===== src/rtl/conv_sequencer.sv =====
// Control FSM for the convolution engine: fills the x/f memories, sweeps the MAC taps, hands out y.
// Build option: define CONV_SEQ_KEEP_F_EN to keep the loaded filter across runs until reset.
module conv_sequencer #(
    parameter int LEN_X  = 8,
    parameter int LEN_F  = 4,
    parameter int ADDR_X = 3,
    parameter int ADDR_F = 2
) (
    input  logic              clk,
    input  logic              reset,
    input  logic              s_valid_x,
    output logic              s_ready_x,
    input  logic              s_valid_f,
    output logic              s_ready_f,
    output logic              m_valid_y,
    input  logic              m_ready_y,
    output logic [ADDR_X-1:0] addr_x,
    output logic [ADDR_F-1:0] addr_f,
    output logic              wr_en_x,
    output logic              wr_en_f,
    output logic              clr_acc,
    output logic              en_acc
);

    localparam int CW_X = $clog2(LEN_X + 1);
    localparam int CW_F = $clog2(LEN_F + 1);

    localparam logic [CW_X-1:0]   X_FULL = CW_X'(LEN_X);
    localparam logic [CW_F-1:0]   F_FULL = CW_F'(LEN_F);
    localparam logic [ADDR_X-1:0] J_LAST = ADDR_X'(LEN_X - LEN_F);
    localparam logic [ADDR_F-1:0] K_LAST = ADDR_F'(LEN_F - 1);

    typedef enum logic [2:0] {
        LOAD,
        CLR,
        MAC,
        WAIT,
        OUT
    } state_t;

    state_t            state, state_nx;
    logic [CW_X-1:0]   cnt_x, cnt_x_nx;
    logic [CW_F-1:0]   cnt_f, cnt_f_nx;
    logic [ADDR_X-1:0] j, j_nx;
    logic [ADDR_F-1:0] k, k_nx;

    always_ff @(posedge clk or posedge reset) begin
        if (reset) begin
            state <= LOAD;
            cnt_x <= '0;
            cnt_f <= '0;
            j     <= '0;
            k     <= '0;
        end else begin
            state <= state_nx;
            cnt_x <= cnt_x_nx;
            cnt_f <= cnt_f_nx;
            j     <= j_nx;
            k     <= k_nx;
        end
    end

    always_comb begin
        state_nx  = state;
        cnt_x_nx  = cnt_x;
        cnt_f_nx  = cnt_f;
        j_nx      = j;
        k_nx      = k;
        s_ready_x = 1'b0;
        s_ready_f = 1'b0;
        m_valid_y = 1'b0;
        addr_x    = '0;
        addr_f    = '0;
        wr_en_x   = 1'b0;
        wr_en_f   = 1'b0;
        clr_acc   = 1'b0;
        en_acc    = 1'b0;

        case (state)
            LOAD: begin
                // Ready is forced low while reset is held so no beat is taken during reset.
                s_ready_x = ~reset & (cnt_x < X_FULL);
                s_ready_f = ~reset & (cnt_f < F_FULL);
                wr_en_x   = s_valid_x & s_ready_x;
                wr_en_f   = s_valid_f & s_ready_f;
                addr_x    = ADDR_X'(cnt_x);
                addr_f    = ADDR_F'(cnt_f);
                if (wr_en_x) cnt_x_nx = cnt_x + CW_X'(1);
                if (wr_en_f) cnt_f_nx = cnt_f + CW_F'(1);
                // Decide on the post-edge counts so the final beat(s) lead straight into CLR.
                if ((cnt_x_nx == X_FULL) && (cnt_f_nx == F_FULL)) state_nx = CLR;
            end
            CLR: begin
                clr_acc  = 1'b1;
                k_nx     = '0;
                state_nx = MAC;
            end
            MAC: begin
                addr_x = j + ADDR_X'(k);
                addr_f = k;
                en_acc = (k != '0);
                k_nx   = k + ADDR_F'(1);
                if (k == K_LAST) state_nx = WAIT;
            end
            WAIT: begin
                en_acc   = 1'b1;
                state_nx = OUT;
            end
            OUT: begin
                m_valid_y = 1'b1;
                if (m_ready_y) begin
                    if (j == J_LAST) begin
                        j_nx     = '0;
                        cnt_x_nx = '0;
`ifdef CONV_SEQ_KEEP_F_EN
                        cnt_f_nx = cnt_f;
`else
                        cnt_f_nx = '0;
`endif
                        state_nx = LOAD;
                    end else begin
                        j_nx     = j + ADDR_X'(1);
                        state_nx = CLR;
                    end
                end
            end
            default: state_nx = LOAD;
        endcase
    end

endmodule


===== config.mk =====
export PLATFORM = sky130hd
export DESIGN_NAME = conv_sequencer
export DESIGN_NICKNAME = d
export VERILOG_FILES = /design/src/rtl/conv_sequencer.sv
export SDC_FILE = /design/constraint.sdc
export NUM_CORES = 1
export LEC_CHECK = 0
export ABC_AREA = 1
export CAP_MARGIN = 15
export CORE_UTILIZATION = 52
export CTS_CLUSTER_SIZE = 10
export DETAILED_ROUTE_END_ITERATION = 8
export PLACE_DENSITY = 0.8
export REMOVE_ABC_BUFFERS = 1
export SYNTH_ARGS = -nofsm -noshare
export SYNTH_HDL_FRONTEND = slang
export SYNTH_SLANG_ARGS = --single-unit

===== constraint.sdc =====
create_clock -name clk -period 2.1 [get_ports clk]
set_input_delay 0.525 -clock clk [delete_from_list [all_inputs] [get_ports clk]]
set_output_delay 0.525 -clock clk [all_outputs]
set_load 0.02 [all_outputs]

==> results.cfg <==
[status]
status = complete, but fails checks
failing_checks = setup timing

[sta]
finalHoldWorstSlack_ns = 0.4858
grt_setup_unrepaired = yes
fin_crit_ns = 2.209
fin_worst_skew_ns = 0.01113
setup_violations = 2
pnr_worst_setup_slack_ns = -0.1094
max_slew_margin_pct = 77.84
final-hold-violation-count = 0
period_utilization_pct = 105.2
tightest_slew_ns = 0.3299
final_max_slew_viol_count = 0
timing.fmax_ghz = 0.4526

[floorplanning]
die_width_um = 46.29
std_cell_rows = 15
core_um2 = 1783
start_util_pct = 57.19
floorplan.die_area_um2 = 2142
die_extent_in_y_um = 46.29
io_count = 17

[layout]
number_of_antenna_repair_diodes = 0
postLayoutCellArea_um2 = 1358
layout.filler_cells = 140
postLayoutCoreUtil_pct = 76.14
finalNetCount = 187
area.growth.synth_to_final_pct = 33.13
drive_gt1_share_pct = 30.64

[synth]
synth_area_um2 = 1020
post-synth-top-area-fraction_pct = 36.81
synth-async-reset-ratio_pct = 100.0
seq_area_frac_synth_pct = 36.81
synthesis.yosys.warnings = 0
synth_top_cells_by_area = sky130_fd_sc_hd__dfrtp_1 (37%), sky130_fd_sc_hd__nand2_1 (12%), sky130_fd_sc_hd__ha_1 (8.6%)
synth_enable_flop_cells = 0
commonest_cells_post_synth = sky130_fd_sc_hd__nand2_1 (33), sky130_fd_sc_hd__inv_1 (20), sky130_fd_sc_hd__dfrtp_1 (15), sky130_fd_sc_hd__nor2_1 (9), sky130_fd_sc_hd__o21ai_0 (9)
yosysMostFrequentCell = sky130_fd_sc_hd__nand2_1
ys_types = 26
yosys_most_used_dff = sky130_fd_sc_hd__dfrtp_1
largest_area_contributor_in_the_netlist = sky130_fd_sc_hd__dfrtp_1
syn-instance-count = 134
yosys_register_bits = 15
syn_avg_cell_area_um2 = 7.610

[power_and_ir_drop]
finalPower_uw = 2152
power.switching_fraction_pct = 49.50
share_comb_of_total_power_pct = 66.6
pwr-share-clk_pct = 8.2
p_int_uw = 1087
cellLeakagePower_uw = 0.0007173
ir_drop_worst_case_vdd_mv = 0.9160
sw_pwr_uw = 1065
power.share.sequential_pct = 25.2
power_per_cell_area_nw_per_um2 = 1585

[route]
drt_first_pass_iters = 4
detailedRoute.firstIterationViolations = 33
via_count = 1040
detail-route-antenna-nets = 0
wirelength_mm = 2.603
remaining_drcs = 0
via_per_inst = 5.253
avgRoutedWirePerCell_um = 13.15

[clocking]
cts_tree = yes
h-tree-depth = 1
clock_sink_count = 15
clock-root-buffer = sky130_fd_sc_hd__clkbuf_4
clockBufferDepth = 2
cts_made_buffers = 3
worst_skew_pair_latency_ns = 0.30
worst_setup_hold_path_clk_slew_ns = 0.11

[placement]
portBuffers = 16
detailedPlacementHpwl_mm = 1.978
post_dp_cell_area_um2 = 1349
place_congestion = 0.8746
detailedPlace.worstSlack_ns = -0.3839

[global_route]
grt_use_total_pct = 28.96
grt_first_pass_wirelength_mm = 4.222
pin_count_of_the_biggest_net_entering_global_routing = 13
globalRouteOverflowTotal = 0
initial_antenna_violation_count = 0
grt_pass1_vias = 1002

[worst_setup_path]
timing.critical_path.fanout_max = 2
critPathRequiredTime_ns = 1.57
cp.arrival_ns = 1.68
kind_of_start_point_of_the_critical_path = register
timing_worst_setup_path_type = reg2out
worstSetupEndpointType = output pin

[hold_path]
hold_class = in2async

[run]
maxCapViolCount = 0
-- kinds of logic after synthesis --
| kind of cell | share of synthesized area (%) |
|---|---|
| buffers and inverters | 9.324 |
| and+or+nand+nor | 28.47 |
| AOI/OAI and AO/OA | 14.85 |
| adders and majority gates | 10.55 |
| DFF | 36.81 |
-- state kept, by name (all words and copies together) (netlist names) --
signal,cells
cnt_f,3
cnt_x,4
j,3
k,2
state,3
-- cell usage in the layout (no fill, tap or decap), drive strengths merged --
| cell type | count |
|---|---|
| clkinv | 1 |
| ha | 7 |
| o21bai | 1 |
| nor3 | 3 |
| a22oi | 1 |
| o41ai | 1 |
| inv | 24 |
| clkdlybuf4s50 | 3 |
| o22ai | 5 |
| nand3 | 6 |
| buf | 28 |
| fa | 1 |
| a21oi | 2 |
| o21ai | 14 |
| nand2 | 34 |
| or2 | 1 |
| clkbuf | 6 |
| clkdlybuf4s15 | 1 |
| o32ai | 1 |
| dlygate4sd2 | 1 |
| nor2 | 13 |
| nand4 | 2 |
| dfrtp | 15 |
| nand3b | 2 |
-- through the flow --
stage / TNS [ns] / std cells
after floorplan: -0.08606 / 133
final: -0.2004 / 198
after detailed placement: -1.791 / 193
after global routing: -0.3279 / 198
after CTS: -0.2149 / 198
after global placement: -1.737 / 193
-- critical path: stages (launching register included) --
cell and delay (ns):
sky130_fd_sc_hd__dfrtp_1 0.40, sky130_fd_sc_hd__ha_2 0.18, sky130_fd_sc_hd__fa_2 0.33, sky130_fd_sc_hd__nand2_1 0.07
sky130_fd_sc_hd__inv_1 0.05, sky130_fd_sc_hd__o32ai_2 0.18, sky130_fd_sc_hd__buf_4 0.18
-- final timing paths --
check                           slack [ns]                    to             start  depth (start not counted)
worst max-delay path                 -0.11             addr_x[2]  k[0]$_DFFE_PP0P_                          6
worst min-delay path                  0.49  cnt_f[2]$_DFFE_PP0P_             reset                          3
worst max register to register        0.49  cnt_x[3]$_DFFE_PP0P_  j[1]$_DFFE_PP0P_                          9
worst min register to register        0.59      j[2]$_DFFE_PP0P_  j[2]$_DFFE_PP0P_                          1
max in group asynchronous             1.46  cnt_x[2]$_DFFE_PP0P_             reset                          3
min in group clk                      0.59      j[2]$_DFFE_PP0P_  j[2]$_DFFE_PP0P_                          1
-- power by group through the flow --
| stage | logic [µW] | registers, µW | clock network [µW] |
|---|---|---|---|
| 6_report | 1430 | 542 | 177 |
| 5_1_grt | 1600 | 554 | 189 |
| 4_1_cts | 1450 | 538 | 180 |
| 3_5_place_dp | 1470 | 539 | 0 |
| 3_3_place_gp | 1420 | 534 | 0 |
| 2_1_floorplan | 876 | 524 | 0 |
-- layout make-up --
class	count	area [µm²]	share of cell area [%]
clock buffers	3	22.52	1.659
clock inverters	1	5.005	0.3687
inverters	24	92.59	6.820
multi-input cells	94	569.3	41.94
flip-flops and latches	15	375.4	27.65
well taps	25	31.28	2.304
repair buffers	36	261.5	19.26
-- repair_timing --
action | in CTS | in global routing
hold buffers | 0 | 0
pin swaps | 3 | 1
endpoints found under the hold margin | 0 | 0
endpoints found under the setup margin | 12 | 12
buffers inserted | 1 | 0
gates resized for setup | 41 | 17
-- routing by layer --
| layer | global-route usage, % | up-vias | wire length, µm |
|---|---|---|---|
| met5 | 0 | - | 0 |
| met4 | 13.53 | 0 | 65 |
| met1 | 34.90 | 499 | 1163 |
| met3 | 5.490 | 6 | 50 |
| li1 | - | 516 | - |
| met2 | 49.30 | 19 | 1323 |
(Power assumes the default switching activity.)
